## config.mk

```make
export PLATFORM = sky130hd
export DESIGN_NAME = cpu_clock_gen
export DESIGN_NICKNAME = d
export VERILOG_FILES = /design/src/rtl/cpu_clock_gen.sv
export SDC_FILE = /design/constraint.sdc
export NUM_CORES = 1
export LEC_CHECK = 0
export ABC_AREA = 1
export BUFFER_PORTS_ARGS = -buffer_cell sky130_fd_sc_hd__buf_2
export CAP_MARGIN = 20
export CORE_UTILIZATION = 60
export DETAILED_ROUTE_END_ITERATION = 8
export PLACE_DENSITY_LB_ADDON = 0.1
export SETUP_SLACK_MARGIN = 0.4
export SLEW_MARGIN = 0
export SYNTH_ARGS = -nofsm -noshare
export SYNTH_HDL_FRONTEND = slang
export SYNTH_SLANG_ARGS = --single-unit
```

## constraint.sdc

```tcl
create_clock -name fastClk -period 5.2 [get_ports fastClk]
set_clock_uncertainty 0.05 [all_clocks]
set_input_delay 0.26 -clock fastClk [delete_from_list [all_inputs] [get_ports fastClk]]
set_output_delay 0.26 -clock fastClk [all_outputs]
set_load 0.03 [all_outputs]
```

## src/rtl/cpu_clock_gen.sv

```systemverilog
`default_nettype none
// cpu_clock_gen: CPU clock source (free-run or single-step) with glitch-free halt
// and single-cycle rise/fall strobes, all in the fastClk domain.  Rev 1.0
module cpu_clock_gen #(
  parameter int BASE_HALF_PERIOD = 6000000,
  parameter int SPEED_W          = 2,
  parameter int DEBOUNCE_CYCLES  = 12000,
  parameter int PULSE_CYCLES     = 600000
) (
  input  logic               fastClk,
  input  logic               resetN,
  input  logic               runMode,
  input  logic [SPEED_W-1:0] speedSel,
  input  logic               stepButton,
  input  logic               halt,
  output logic               cpuClk,
  output logic               clkRise,
  output logic               clkFall,
  output logic               halted
);

  localparam int CNT_MAX    = (BASE_HALF_PERIOD > PULSE_CYCLES) ? BASE_HALF_PERIOD : PULSE_CYCLES;
  localparam int CNT_W      = $clog2(CNT_MAX + 1);
  localparam int DEB_W      = (DEBOUNCE_CYCLES > 1) ? $clog2(DEBOUNCE_CYCLES) : 1;
  localparam int ARM_CYCLES = DEBOUNCE_CYCLES + 2;
  localparam int ARM_W      = $clog2(ARM_CYCLES);

  typedef enum logic [1:0] {
    ST_LOW       = 2'd0,
    ST_HIGH_RUN  = 2'd1,
    ST_HIGH_STEP = 2'd2
  } state_t;

  function automatic logic [CNT_W-1:0] half_period(input logic [SPEED_W-1:0] sel);
    int h;
    h = BASE_HALF_PERIOD >> (2 * int'(sel));
    if (h < 1) h = 1;
    return CNT_W'(h);
  endfunction

  // Button path registers
  logic             sync1_q, sync2_q;
  logic             deb_q, deb_d;
  logic             deb_prev_q;
  logic [DEB_W-1:0] deb_cnt_q, deb_cnt_d;
  logic             armed_q, armed_d;
  logic [ARM_W-1:0] arm_cnt_q, arm_cnt_d;
  logic             press_w;

  // Clock generator registers
  state_t           state_q, state_d;
  logic [CNT_W-1:0] cnt_q, cnt_d;
  logic [CNT_W-1:0] hper_q, hper_d;
  logic [CNT_W-1:0] cnt_base, h_use, h_live;
  logic             active_mode_q, active_mode_d;
  logic             cpu_clk_q, cpu_clk_d;
  logic             rise_q, rise_d;
  logic             fall_q, fall_d;
  logic             halted_q, halted_d;

  assign h_live = half_period(speedSel);

  always_comb begin
    deb_d     = deb_q;
    deb_cnt_d = '0;
    if (sync2_q != deb_q) begin
      if (deb_cnt_q == DEB_W'(DEBOUNCE_CYCLES - 1)) begin
        deb_d = sync2_q;
      end else begin
        deb_cnt_d = deb_cnt_q + DEB_W'(1);
      end
    end
  end

  // After reset the button must be seen released before a press can count,
  // so a button held through reset never produces a step pulse.
  always_comb begin
    armed_d   = armed_q;
    arm_cnt_d = arm_cnt_q;
    if (!armed_q) begin
      if (sync2_q || deb_q) begin
        arm_cnt_d = '0;
      end else if (arm_cnt_q == ARM_W'(ARM_CYCLES - 1)) begin
        armed_d = 1'b1;
      end else begin
        arm_cnt_d = arm_cnt_q + ARM_W'(1);
      end
    end
  end

  assign press_w = armed_q & deb_q & ~deb_prev_q;

  always_ff @(posedge fastClk or negedge resetN) begin
    if (!resetN) begin
      sync1_q    <= 1'b0;
      sync2_q    <= 1'b0;
      deb_q      <= 1'b0;
      deb_prev_q <= 1'b0;
      deb_cnt_q  <= '0;
      armed_q    <= 1'b0;
      arm_cnt_q  <= '0;
    end else begin
      sync1_q    <= stepButton;
      sync2_q    <= sync1_q;
      deb_q      <= deb_d;
      deb_prev_q <= deb_q;
      deb_cnt_q  <= deb_cnt_d;
      armed_q    <= armed_d;
      arm_cnt_q  <= arm_cnt_d;
    end
  end

  always_comb begin
    state_d       = state_q;
    cnt_d         = cnt_q;
    hper_d        = hper_q;
    active_mode_d = active_mode_q;
    cpu_clk_d     = cpu_clk_q;
    rise_d        = 1'b0;
    fall_d        = 1'b0;
    cnt_base      = cnt_q;
    h_use         = hper_q;

    unique case (state_q)
      ST_LOW: begin
        active_mode_d = runMode;
        if (runMode && !active_mode_q) cnt_base = '0;
        // A phase latches its length from speedSel on its first cycle only.
        h_use = (cnt_base == '0) ? h_live : hper_q;
        if (halt) begin
          cnt_d = '0;
        end else if (runMode) begin
          hper_d = h_use;
          if (cnt_base == h_use - CNT_W'(1)) begin
            state_d   = ST_HIGH_RUN;
            cnt_d     = '0;
            cpu_clk_d = 1'b1;
            rise_d    = 1'b1;
          end else begin
            cnt_d = cnt_base + CNT_W'(1);
          end
        end else begin
          cnt_d = '0;
          if (press_w) begin
            state_d   = ST_HIGH_STEP;
            cpu_clk_d = 1'b1;
            rise_d    = 1'b1;
          end
        end
      end

      ST_HIGH_RUN: begin
        h_use  = (cnt_q == '0) ? h_live : hper_q;
        hper_d = h_use;
        if (cnt_q == h_use - CNT_W'(1)) begin
          state_d   = ST_LOW;
          cnt_d     = '0;
          cpu_clk_d = 1'b0;
          fall_d    = 1'b1;
        end else begin
          cnt_d = cnt_q + CNT_W'(1);
        end
      end

      ST_HIGH_STEP: begin
        if (cnt_q == CNT_W'(PULSE_CYCLES - 1)) begin
          state_d   = ST_LOW;
          cnt_d     = '0;
          cpu_clk_d = 1'b0;
          fall_d    = 1'b1;
        end else begin
          cnt_d = cnt_q + CNT_W'(1);
        end
      end

      default: begin
        state_d   = ST_LOW;
        cnt_d     = '0;
        cpu_clk_d = 1'b0;
      end
    endcase
  end

  assign halted_d = halt & ~cpu_clk_d;

  always_ff @(posedge fastClk or negedge resetN) begin
    if (!resetN) begin
      state_q       <= ST_LOW;
      cnt_q         <= '0;
      hper_q        <= '0;
      active_mode_q <= 1'b0;
      cpu_clk_q     <= 1'b0;
      rise_q        <= 1'b0;
      fall_q        <= 1'b0;
      halted_q      <= 1'b0;
    end else begin
      state_q       <= state_d;
      cnt_q         <= cnt_d;
      hper_q        <= hper_d;
      active_mode_q <= active_mode_d;
      cpu_clk_q     <= cpu_clk_d;
      rise_q        <= rise_d;
      fall_q        <= fall_d;
      halted_q      <= halted_d;
    end
  end

  assign cpuClk  = cpu_clk_q;
  assign clkRise = rise_q;
  assign clkFall = fall_q;
  assign halted  = halted_q;

endmodule
`default_nettype wire

```

==> qor.yml <==
status:
  status: "complete, no violations"
global_routing:
  antenna_found_initial: 0
  grt_first_pass_wirelength_um: 39900
  overflow: 0
  grt_pass1_vias: 7865
  grt_max_degree: 60
  grt_usage: 0.356
critical_path:
  reg2reg_slack_ns: 0.94
  path_class: "reg2reg"
  worstRegToRegCells: 27
  worst-endpoint-required_ns: 5.39
  path_max_fanout: 22
  critPathArrivalTime_ns: 4.45
  r2r_start: "active_mode_q"
  r2r-end: "state_q[1]"
  crit_path_start_kind: "flop"
  startpoint: "active_mode_q"
  crit_path_end_kind: "flop"
timing:
  setup_ws_ns: 0.943
  rsz0062_at_grt: "no"
  max_slew_margin: 0.399
  tns_ns: 0
  holdWs_ns: 0.302
  tightest_slew_ns: 0.901
  timing.final.crit_share: 0.819
  timing.fmax_ghz: 0.235
  fin_crit_ns: 4.26
  drv_slew: 0
  final_hold_viol_count: 0
  final-setup-viol-count: 0
floorplan:
  die_w_um: 120
  num_rows: 42
  die_h_um: 120
  ios: 11
  die_area_mm2: 0.0145
  initial_utilization: 0.625
  fp.coreArea_mm2: 0.0135
logic_synthesis:
  ys_ff_latch: 86
  synth_ff_type: "dfrtp_1"
  synthesis.nets: 1367
  synth_edf_count: 0
  synth_cell_type_count: 52
  seq_area_frac_synth: 0.256
  syn_inst: 1339
  syn-cell-area_mm2: 0.00840
  ys_warn_count: 0
  avgSynthCellArea_um2: 6.28
  synthArstFlopShare: 1.00
power_and_ir_drop:
  p_seq_frac: 0.210
  ir_drop_mv: 0.264
  combPwrFrac: 0.636
  clkPwrFrac: 0.155
  p_total_uw: 4250
  intPower_uw: 1950
  p_leak_uw: 0.00419
  swShare: 0.543
  switching_power_uw: 2310
  p_per_area_mw_per_mm2: 487
final_layout:
  final_cell_mix: "nand2_1, inv_1, nor2_1, nand3_1, dfrtp_1"
  drive_above_1_share: 0.0882
  syn2layout_area_growth_pct: 4.04
  final_common_cell: "nand2_1"
  fin_nets: 1349
  diodes: 0
place:
  gp_congestion: 0.972
  dp_hpwl_um: 18600
  pre_cts_ws_ns: 0.757
  io_buffers: 10
clocking:
  clk_latency_ns: 0.36
  cts_made_buffers: 9
  root_buffer: "clkbuf_16"
  clock_path_buffers: 2
  cts.sinks: 86
  clk_pin_slew_ns: 0.06
  cts_tree: "yes"
  h-tree-depth: 3
worst_hold_path:
  hold_depth: 0
  min_path_type: "reg2reg"
  min_from: "sync1_q"
  whs_endpoint: "sync2_q"
route:
  drtIter0Drc: 931
  final_antenna_net_count: 0
  drc: 0
  wl_per_cell_um: 16.5
  via_per_inst: 5.78
  vias: 8685
  wirelength_um: 24700
  drt_pre_antenna_iters: 6
flow_run:
  drv_cap: 0
[worst max-delay path, cell delays in order, from the launching register on]
cell and delay (ns):
dfrtp_1 0.40, inv_1 0.09, nand2_2 0.06, inv_2 0.28
nor2_1 0.14, inv_1 0.11, ha_1 0.16, inv_1 0.04
a21oi_1 0.14, nand2_1 0.11, nor2_4 0.30, nand4_1 0.34
nand2_1 0.33, nor2_2 0.11, nand2_1 0.12, nor2_4 0.07
nand2_1 0.06, nand2_1 0.04, nand2_1 0.05, nand2_1 0.05
nor2_1 0.14, nand3_1 0.09, nor2_1 0.11, nand2_2 0.31
nand3_1 0.20, nand2_1 0.09, nand2_1 0.07, nand2_1 0.05
[worst max path at each step]
stage	slack, ns	cells after the start	endpoint
finish	0.94	27	state_q[1]
global route	0.50	28	state_q[1]
CTS	1.0	28	state_q[1]
detailed placement	0.76	28	state_q[0]
global placement	0.92	28	state_q[0]
floorplan	1.43	31	cnt_q[18]
[synthesized netlist by cell type (all sizes together) (2+ instances only)]
library cell,number,area share
nor3,36,0.023
clkinv,3,0.0013
dfrtp,86,0.26
xnor2,5,0.0052
and3,3,0.0022
o21a,3,0.0027
ha,21,0.031
nand4,59,0.049
xor2,42,0.044
a22oi,2,0.0018
nor2,186,0.10
a31oi,2,0.0015
buf,32,0.028
o21ai,53,0.033
nand2,395,0.18
nor4,4,0.0030
inv,174,0.078
nor3b,8,0.0071
a211oi,3,0.0027
o22ai,9,0.0067
or2,4,0.0030
nand3b,11,0.0098
nand3,91,0.058
o31ai,4,0.0036
clkbuf,15,0.0067
o21bai,3,0.0027
a21oi,78,0.047
[layout make-up]
type | instances | area (um^2)
multi-input cells | 1029 | 5300
fillers | 1315 | 4710
flip-flops and latches | 86 | 2150
inverters | 177 | 664
clock buffers | 11 | 233
well taps | 176 | 220
repair buffers | 18 | 118
clock inverters | 5 | 60.1
[metrics by stage]
step | util | area (um^2) | std cells
finish | 0.650 | 8740 | 1502
global route | 0.650 | 8740 | 1502
CTS | 0.650 | 8740 | 1502
detailed placement | 0.627 | 8430 | 1484
global placement | 0.627 | 8430 | 1484
floorplan | - | 8400 | 1339
[sequential cells by signal, indices dropped and copies added, names as in the netlist, 2 cells and up]
register	cells
hper_q	23
deb_cnt_q	14
arm_cnt_q	14
state_q	2
cnt_q	23
[power groups by stage]
| stage | sequential, uW | combinational [uW] | clock (uW) |
|---|---|---|---|
| after floorplan | 884 | 2070 | 0 |
| final | 891 | 2700 | 659 |
| after CTS | 888 | 2650 | 664 |
| after global routing | 904 | 3000 | 683 |
| after global placement | 898 | 2600 | 0 |
| after detailed placement | 900 | 2630 | 0 |
[metal layers]
metal | wire length, um | up-vias | global-route usage
met1 | 10400 | 3944 | 0.461
met3 | 1910 | 84 | 0.0613
li1 | - | 4289 | -
met2 | 11200 | 368 | 0.565
met4 | 1210 | 0 | 0.193
met5 | 0 | - | 0
[cell families (layout without fill, tap and decap cells)]
kind of cell               count (synthesis)  after routing  synth area share
AOI/OAI and AO/OA                        161            161             0.106
xor gates and xnor gates                  47             47            0.0490
adders and majority gates                 21             21            0.0313
buffers and inverters                    224            211             0.114
DFF                                       86             86             0.256
muxes                                      2              2           0.00253
and+or+nand+nor                          798            798             0.442
[repair_timing]
action / 4_1_cts / 5_1_grt
setup buffers: 0 / 0
endpoints found under the setup margin: 0 / 0
hold endpoints to repair: 28 / 0
hold buffers: 2 / 0
gates resized for setup: 0 / 0
Note: power is estimated with default switching activity, not from simulation.
